`src/rtl/uart_tx_fifo.sv`:
```
// uart_tx_fifo: byte FIFO plus launch sequencer feeding uart_tx.
// Producers push bytes with single-cycle strobes. The sequencer hands one byte
// at a time to uart_tx and waits for the frame to finish before the next launch.
//
// state       | meaning
// ------------+-----------------------------------------------------------
// IDLE        | no frame owned; launch when data queued and uart_tx not busy
// WAIT_BUSY   | go pulse issued; waiting for uart_tx to raise busy (bounded)
// WAIT_DONE   | frame in flight; waiting for busy to fall
module uart_tx_fifo #(
   parameter int DEPTH        = 16,
   parameter int AW           = 4,
   parameter int BUSY_TIMEOUT = 3
) (
   input  logic          clk,
   input  logic          rst,
   input  logic [7:0]    wr_data,
   input  logic          wr_en,
   output logic          full,
   output logic [AW:0]   count,
   output logic          overflow,
   input  logic          ovf_clr,
   input  logic          tx_busy,
   output logic          tx_go,
   output logic [7:0]    tx_byte,
   output logic          idle
);

   localparam int TW    = $clog2(BUSY_TIMEOUT + 1);
   localparam int CNT_W = AW + 1;

   typedef enum logic [1:0] {
      S_IDLE      = 2'd0,
      S_WAIT_BUSY = 2'd1,
      S_WAIT_DONE = 2'd2
   } state_e;

   state_e            state_q, state_d;
   logic [7:0]        mem_q [DEPTH];
   logic [AW-1:0]     wr_ptr_q, wr_ptr_d;
   logic [AW-1:0]     rd_ptr_q, rd_ptr_d;
   logic [CNT_W-1:0]  count_q, count_d;
   logic              full_q, full_d;
   logic              ovf_q, ovf_d;
   logic [TW-1:0]     timer_q, timer_d;
   logic [TW-1:0]     timer_inc;
   logic              tx_go_q, tx_go_d;
   logic [7:0]        tx_byte_q, tx_byte_d;
   logic              idle_q, idle_d;

   logic              wr_accept;
   logic              wr_drop;
   logic              pop;

   // Full is the registered flag, so a pop on the same edge never rescues a write.
   assign wr_accept = wr_en & ~full_q;
   assign wr_drop   = wr_en & full_q;
   assign pop       = (state_q == S_IDLE) && (count_q != '0) && !tx_busy;
   assign timer_inc = timer_q + TW'(1);

   // State register.
   always_ff @(posedge clk or posedge rst) begin
      if (rst) begin
         state_q <= S_IDLE;
      end else begin
         state_q <= state_d;
      end
   end

   // Next-state logic; a missed busy pulse abandons the byte and returns to IDLE.
   always_comb begin
      state_d = state_q;
      unique case (state_q)
         S_IDLE: begin
            if (pop) state_d = S_WAIT_BUSY;
         end
         S_WAIT_BUSY: begin
            if (tx_busy) begin
               state_d = S_WAIT_DONE;
            end else if (timer_inc == TW'(BUSY_TIMEOUT)) begin
               state_d = S_IDLE;
            end
         end
         S_WAIT_DONE: begin
            if (!tx_busy) state_d = S_IDLE;
         end
         default: state_d = S_IDLE;
      endcase
   end

   // Output and datapath next values: launch pulse, byte latch, pointers, occupancy.
   always_comb begin
      tx_go_d   = 1'b0;
      tx_byte_d = tx_byte_q;
      timer_d   = timer_q;
      wr_ptr_d  = wr_ptr_q;
      rd_ptr_d  = rd_ptr_q;
      count_d   = count_q;

      if (pop) begin
         tx_go_d   = 1'b1;
         tx_byte_d = mem_q[rd_ptr_q];
         timer_d   = '0;
         rd_ptr_d  = rd_ptr_q + AW'(1);
      end else if (state_q == S_WAIT_BUSY && !tx_busy) begin
         timer_d = timer_inc;
      end

      if (wr_accept) wr_ptr_d = wr_ptr_q + AW'(1);

      if (wr_accept && !pop) begin
         count_d = count_q + CNT_W'(1);
      end else if (!wr_accept && pop) begin
         count_d = count_q - CNT_W'(1);
      end

      full_d = (count_d == CNT_W'(DEPTH));
      ovf_d  = wr_drop ? 1'b1 : (ovf_clr ? 1'b0 : ovf_q);
      idle_d = (count_d == '0) && (state_d == S_IDLE) && !tx_busy;
   end

   // Output and datapath registers.
   always_ff @(posedge clk or posedge rst) begin
      if (rst) begin
         wr_ptr_q  <= '0;
         rd_ptr_q  <= '0;
         count_q   <= '0;
         full_q    <= 1'b0;
         ovf_q     <= 1'b0;
         timer_q   <= '0;
         tx_go_q   <= 1'b0;
         tx_byte_q <= 8'h00;
         idle_q    <= 1'b0;
      end else begin
         wr_ptr_q  <= wr_ptr_d;
         rd_ptr_q  <= rd_ptr_d;
         count_q   <= count_d;
         full_q    <= full_d;
         ovf_q     <= ovf_d;
         timer_q   <= timer_d;
         tx_go_q   <= tx_go_d;
         tx_byte_q <= tx_byte_d;
         idle_q    <= idle_d;
      end
   end

   // Storage array; contents are don't-care after reset so it has no reset.
   always_ff @(posedge clk) begin
      if (wr_accept) mem_q[wr_ptr_q] <= wr_data;
   end

   assign full     = full_q;
   assign count    = count_q;
   assign overflow = ovf_q;
   assign tx_go    = tx_go_q;
   assign tx_byte  = tx_byte_q;
   assign idle     = idle_q;

endmodule

```
`config.mk`:
```
export PLATFORM = sky130hd
export DESIGN_NAME = uart_tx_fifo
export DESIGN_NICKNAME = d
export VERILOG_FILES = /design/src/rtl/uart_tx_fifo.sv
export SDC_FILE = /design/constraint.sdc
export NUM_CORES = 1
export LEC_CHECK = 0
export ABC_AREA = 1
export ABC_CLOCK_PERIOD_IN_PS = 1830
export BUFFER_PORTS_ARGS = -buffer_cell sky130_fd_sc_hd__buf_2
export CAP_MARGIN = 10
export CORE_UTILIZATION = 50
export CTS_CLUSTER_DIAMETER = 150
export DETAILED_ROUTE_END_ITERATION = 8
export PLACE_DENSITY = 0.67
export SLEW_MARGIN = 15
export SYNTH_ARGS = -nofsm -noshare
export SYNTH_HDL_FRONTEND = slang
export SYNTH_SLANG_ARGS = --single-unit
```
`constraint.sdc`:
```
create_clock -name clk -period 1.83 [get_ports clk]
set_clock_uncertainty 0.1 [all_clocks]
set_input_delay 0.0915 -clock clk [delete_from_list [all_inputs] [get_ports clk]]
set_output_delay 0.0915 -clock clk [all_outputs]
set_load 0.01 [all_outputs]
```
======== Yosys cells after proc, flatten, opt, wreduce, memory -nomap -nowiden ========
Memories as Yosys holds them, arrays and structs flattened. A register that Yosys moved wholly into a read port is not among the register bits.
Cells that the tools add are included.
operators by class
  add/sub/neg operators ................... 5
  equality and inequality tests ........... 4
  mux-type cells .......................... 14
  bitwise operators ....................... 3
  reduce and logical (&&, ||, !) cells .... 16
operators with widths
  cell                                               count
  two-way mux 2 bit                                  6
  two-way mux 5 bit                                  2
  adder 4 x 1 -> 4 bit (second input constant)       2
  logical AND 1 bit                                  7
  one-hot mux 2 bit (3 select lines)                 1
  adder 5 x 1 -> 5 bit (second input constant)       1
  == test 5 bit (second input constant)              1
  logical NOT 5 bit                                  1
  two-way mux 1 bit                                  5
  nonzero test 5 bit                                 1
  subtractor 5 x 1 -> 5 bit (second input constant)  1
  == test 2 bit (second input constant)              2
  logical NOT 2 bit                                  2
  nonzero test 2 bit                                 2
  logical NOT 1 bit                                  3
  adder 2 x 1 -> 2 bit (second input constant)       1
  AND 1 bit                                          2
  == test 2 x 1 -> 1 bit (second input constant)     1
  inverter 1 bit                                     1
storage, ports and cells
  register bits after elaboration ......... 21
  bits in writable memories ............... 128
  input bits .............................. 13
  logic and storage cells ................. 52
  memories kept ........................... 1
memories
  memory  depth  width  read ports  clocked after memory_dff  write ports  line  RTL
  mem_q   16     8      1           1                         1            39    logic [7:0] mem_q [DEPTH];

======== Longest topological paths before layout ========
Gate-level depths: netlist of run 1.
  depth in word-level cells ............... 9
  mapped depth ............................ 11
  gate-level depth less buffers ........... 11

======== Worst setup path before layout of run 1 ========
Ideal clock, no wire load.
  kind .................................... register to register
  from .................................... reg full_q, in the netlist full
  to ...................................... mem mem_q[11][0] (enable)
  arrival time ............................ 1279 ps
  data required time ...................... 1360 ps
  setup slack ............................. 80 ps
  cell stages (with the launch flop) ...... 5
  path buffers ............................ 1
  path through ............................ dfrtp_1 nor2_1 buf_2 nand2_1 nor2_1
on the way
  word-level cells in the longest chain between the ends .. 4
ends and longest elaborated chain
  element                                  line  RTL
  from (decl)                              43    logic full_q, full_d;
  from (signal assigned)                   138   full_q <= full_d;
  inverter 1 bit                           56    assign wr_accept = wr_en & ~full_q;
  AND 1 bit                                56
  two-way mux 1 bit                        149   if (wr_accept) mem_q[wr_ptr_q] <= wr_data;
  two-way mux 1 bit (not written as such)  149
  to (decl)                                39
No other way between the ends.

==> impl_metrics.yaml, run 1 <==
grt:
  grt_pass1_wl_um: 22800
  grt_pass1_vias: 4347
  grt_usage_pct: 23.6
  grt.met3_usage_pct: 5.46
  grt-ovfl-total: 0
  grt_max_degree: 68
  grt.met1_usage_pct: 30.3
  antenna_found_initial: 0
  grt-busiest-layer: "met2"
  use_met2_pct: 38.7
critical_path:
  crit_type: "register to register"
  crit_required_ps: 2090
  crit_end: "tx_byte[6]$_DFFE_PP0P_"
  r2r_setup_slack_ps: 150
  crit_path_end_kind: "register"
  startpoint: "rd_ptr_q[0]$_DFFE_PP0P_"
  worstPathArrival_ps: 1950
  start_kind: "register"
  reg2reg_to: "tx_byte[6]$_DFFE_PP0P_"
  r2r_cells: 8
  cp_max_fo: 21
  r2r_start: "rd_ptr_q[0]$_DFFE_PP0P_"
die:
  fp.dieH_um: 117
  die-area_mm2: 0.0137
  coreArea_mm2: 0.0127
  die_w_um: 117
  fp-row-count: 41
  ios: 30
  initial_utilization_pct: 51.9
clock_network:
  cts_tree: "done"
  cts-root-buf: "clkbuf_16"
  tritoncts.num_buffers: 17
  clk_pin_slew_worst_paths_ps: 60
  clkLatencyLatePin_ps: 430
  numClockSinks: 157
  htree_levels: 4
  cts_max_path_buffers: 2
  post_cts_buffers: 0
detailed_routing:
  wl_um: 14500
  wl_per_cell_um: 17.9
  via_count: 4330
  dr.pass1.iters: 4
  drtIter0Drc: 467
  ant_nets: 0
  drc: 0
  viasPerCell: 5.33
place:
  portBuffers: 29
  dp.final_hpwl_um: 9130
  finalWeightedCongestion: 0.805
  dpl.cell_count: 768
  place_area_mm2: 0.00707
logic_synthesis:
  synth-main-ff-cell: "edfxtp_1"
  ys_seq_elements: 157
  synth_warnings: 0
  synth-edff-count: 128
  yosys.area.top_type: "edfxtp_1"
  async_flop_share_pct: 18.5
  synth_top_area_share_pct: 58.3
  synth_most_common_cell: "edfxtp_1"
  syn_inst: 562
  ys_seq_area_share_pct: 69.3
  synth_area_leaders: "edfxtp_1 58%, dfrtp_1 11%, nor2_1 7.0%"
  synthesis.area_mm2: 0.00660
  ys_types: 28
  avgSynthCellArea_um2: 11.7
  synth_commonest_cells: "128 x edfxtp_1, 123 x nor2_1, 64 x nand2_1"
  syn-num-nets: 583
sta:
  slew_viol_final: 0
  post-route-period-util_pct: 92.0
  worst_slew_pin_slew_ps: 393
  relSlewSlack_pct: 73.8
  period_minus_slack_ps: 1680
  setup_tns_ps: 0
  rsz0062_at_grt: "no"
  finalSetupViolCount: 0
  max_freq_mhz: 594
  finalHoldViolations: 0
layout:
  num_antenna_cells: 0
  fin_nets: 648
  design_area_mm2: 0.00780
  syn_to_final_growth_pct: 18.2
  drive_gt1_share_pct: 16.4
  final_core_util_pct: 61.3
  layoutNonFillerInstCount: 812
power:
  power_leakage_uw: 0.00298
  peakVddDrop_mv: 0.719
  total_power_uw: 12700
  power_density_mw_per_mm2: 1630
run:
  drv_cap: 0
outcome:
  outcome: "complete, no violations"
worst_hold_path:
  min_path_type: "input pin to register"
==> layout make-up <==
type,instances,area [um^2]
fill,1030,4930
sequential,157,4570
multi-input combinational,346,1730
timing repair buffer,75,571
clock buffer,20,437
tap,172,215
clock inverter,12,163
inverter,30,113
==> where the power goes <==
part,internal (uW),switching [uW],total [uW],leakage (uW)
combinational,1580,2850,4430,0.00118
clock,2160,1370,3530,0.000285
sequential,4450,298,4750,0.00152
==> critical path, cell delays in order (launching register included) <==
cell	delay, ps
dfrtp_2	450
inv_2	110
buf_4	250
nor2_1	70
o211ai_1	280
nand3_1	170
nand2_1	90
nand2_1	50
nand2_1	50
==> placed cells by master (no fill, tap or decap), drive strengths merged <==
cell	n
inv	30
clkinvlp	2
nand2	67
buf	63
nand4	3
a21oi	3
clkinv	7
a31oi	1
edfxtp	128
clkbuf	20
nor2	125
o211ai	32
dfrtp	29
xor2	8
dlygate4sd3	12
xnor2	1
o21ai	69
ha	8
bufinv	3
nand3	29
==> state kept, by name, summed over array words and instances, names as in the netlist <==
name      cells
mem_q       128
tx_byte       8
count         5
rd_ptr_q      4
wr_ptr_q      4
state_q       2
timer_q       2
full          1
idle          1
overflow      1
tx_go         1
==> how the worst min path moves through the flow <==
stage	from	to	cells past startpoint
floorplan	rst	count[0]$_DFF_PP0_	1
global placement	rst	overflow$_DFFE_PP0P_	3
detailed placement	rst	overflow$_DFFE_PP0P_	3
CTS	wr_en	wr_ptr_q[0]$_DFFE_PP0P_	5
global route	wr_en	wr_ptr_q[0]$_DFFE_PP0P_	5
finish	wr_en	wr_ptr_q[0]$_DFFE_PP0P_	5
==> what timing repair did <==
action,4_1_cts,5_1_grt
hold buffers,12,0
resized for setup,0,1
hold endpoints to repair,160,0
setup endpoints to repair,0,2
==> per-layer routing <==
| metal | up-vias | part of all wire (%) |
|---|---|---|
| li1 | 2083 | - |
| met1 | 2126 | 42 |
| met2 | 103 | 51 |
| met3 | 18 | 5.5 |
| met4 | 0 | 2.1 |
| met5 | - | 0 |
==> metrics by stage <==
step                      setup slack (ps)  hold slack (ps)
final                                  146             84.9
after global routing                  20.3              132
after floorplan                       80.3             69.6
after detailed placement               133             87.7
after CTS                              115             72.9
after global placement                 168             88.0
==> kinds of logic after synthesis <==
group	count (synthesis)	synth area share, %
buf+inv	59	4.59
flops	157	69.3
simple gates	224	14.2
fa+ha+maj	8	1.52
compound gates	105	9.20
xor+xnor	9	1.19
(Power assumes the default switching activity.)
==> run 2, diff against run 1 <==
--- a/config.mk
+++ b/config.mk
@@ -10,6 +10,7 @@
 export BUFFER_PORTS_ARGS = -buffer_cell sky130_fd_sc_hd__buf_2
 export CAP_MARGIN = 10
 export CORE_UTILIZATION = 50
+export CTS_BUF_LIST = sky130_fd_sc_hd__clkbuf_16
 export CTS_CLUSTER_DIAMETER = 150
 export DETAILED_ROUTE_END_ITERATION = 8
 export PLACE_DENSITY = 0.67
==> impl_metrics.yaml, run 2 (synthesized netlist as in run 1, its figures left out) <==
critical_path:
  worstPathArrival_ps: 1940
  path_cells: "inv_2 > buf_4 > nor2_1 > o211ai_1 > nand3_1 > nand2_1 > nand2_1 > nand2_1"
  critPathMaxStageDelay_ps: 450
  crit_path_end_kind: "register"
  cp_max_fo: 21
  startpoint: "rd_ptr_q[0]$_DFFE_PP0P_"
  reg2reg_to: "tx_byte[6]$_DFFE_PP0P_"
  r2r_setup_slack_ps: 140
  r2r_cells: 8
  start_kind: "register"
  r2r_start: "rd_ptr_q[0]$_DFFE_PP0P_"
  crit_type: "register to register"
  crit_required_ps: 2080
  path_common_cell: "nand2_1"
  critical-path-slowest-cell: "dfrtp_2"
clock_network:
  cts_tree: "done"
  cts-root-buf: "clkbuf_16"
  clkLatencyLatePin_ps: 430
  clk_pin_slew_worst_paths_ps: 60
  cts_max_path_buffers: 2
  tritoncts.num_buffers: 17
  numClockSinks: 157
  htree_levels: 4
die:
  die-area_mm2: 0.0137
  fp-row-count: 41
  coreArea_mm2: 0.0127
  ios: 30
  initial_utilization_pct: 51.9
  die_w_um: 117
  fp.dieH_um: 117
layout:
  layoutNonFillerInstCount: 812
  largest_reg_flops: 128
  seqCellArea_mm2: 0.00457
  fill_cells: 1030
  fin_nets: 648
  drive_gt1_share_pct: 16.4
  multi_input_area_mm2: 0.00173
  syn_to_final_growth_pct: 18.2
  final_cell_mix: "128 x edfxtp_1, 123 x nor2_1, 64 x nand2_1"
  largest-register: "mem_q"
  num_antenna_cells: 0
  final_common_cell: "edfxtp_1"
sta:
  max_freq_mhz: 593
  rsz0062_at_grt: "no"
  period_minus_slack_ps: 1690
  worst_slew_pin_slew_ps: 395
  relSlewSlack_pct: 73.7
  slew_viol_final: 0
  finalSetupViolCount: 0
  finalHoldViolations: 0
  post-route-period-util_pct: 92.1
  setup_tns_ps: 0
detailed_routing:
  ant_nets: 0
  viasPerCell: 5.38
  via_count: 4368
  dr.pass1.iters: 4
  wl_per_cell_um: 17.9
  wl_um: 14600
  drtIter0Drc: 468
  drc: 0
place:
  dp.final_hpwl_um: 9130
  dpl.cell_count: 768
  portBuffers: 29
  finalWeightedCongestion: 0.805
run:
  drv_cap: 0
power:
  power_density_mw_per_mm2: 1630
  power_leakage_uw: 0.00299
  peakVddDrop_mv: 0.720
grt:
  grt_pass1_vias: 4347
  antenna_found_initial: 0
  grt_pass1_wl_um: 22800
  grt_usage_pct: 23.6
  grt_max_degree: 68
  grt-ovfl-total: 0
worst_hold_path:
  min_path_type: "input pin to register"
  hold_end: "wr_ptr_q[0]$_DFFE_PP0P_"
  min_from: "wr_en"
  min_path_cells: 5
outcome:
  outcome: "complete, no violations"
## run 2: cell types whose count changed in the layout (fill, tap and decap cells not counted), sizes merged
cell	before	now
clkbuf	20	17
inv	30	33
## run 2: cell type report
type                            count  area share, %
Clock buffer                       17           5.46
Inverter                           30           1.44
Clock inverter                     15           2.23
Multi-Input combinational cell    346           22.2
Sequential cell                   157           58.6
Tap cell                          172           2.76
Timing Repair Buffer               75           7.32
## run 2: routing by layer
metal,vias up,routed length [um],GRT usage [%]
li1,2087,-,-
met1,2170,6280,30.3
met2,90,7440,38.7
met3,21,554,5.46
met4,0,286,9.87
met5,-,0,0
## run 2: worst max path at each step
stage                             endpoint  slack (ps)  cells after the start
floorplan           mem_q[11][0]$_DFFE_PP_          80                      4
global placement     mem_q[7][4]$_DFFE_PP_         170                      5
detailed placement  tx_byte[6]$_DFFE_PP0P_         130                      8
CTS                         full$_DFF_PP0_         120                      8
global route        tx_byte[6]$_DFFE_PP0P_          20                      8
finish              tx_byte[6]$_DFFE_PP0P_         140                      8
## run 2: report_power, final
| group | leakage [uW] | switching (uW) | internal [uW] |
|---|---|---|---|
| combinational | 0.00118 | 2860 | 1580 |
| sequential | 0.00152 | 300 | 4450 |
| clock | 0.000298 | 1380 | 2140 |
| total | 0.00299 | 4530 | 8180 |
## run 2: per-stage QoR
| step | power, uW | setup WS, ps | hold slack (ps) | cell area, um^2 | util (%) |
|---|---|---|---|---|---|
| after floorplan | 7810 | 80.3 | 69.6 | 6600 | - |
| after global placement | 9120 | 168 | 88.0 | 7070 | 55.6 |
| after detailed placement | 9220 | 133 | 87.7 | 7070 | 55.6 |
| after CTS | 12800 | 115 | 72.9 | 7790 | 61.3 |
| after global routing | 13500 | 20.3 | 132 | 7800 | 61.3 |
| final | 12700 | 144 | 92.0 | 7800 | 61.3 |
## run 2: repair_timing
action | 4_1_cts | 5_1_grt
setup buffers | 0 | 0
hold buffers | 12 | 0
setup endpoints to repair | 0 | 2
gates resized for setup | 0 | 1
hold endpoints to repair | 160 | 0
## run 2: worst max-delay path: cells and delay by family, from the launching register on
family,cells,cell delay [ps]
flip-flops,1,450
AND/OR/NAND/NOR,5,430
buffers and inverters,2,360
AO/OA/AOI/OAI,1,280
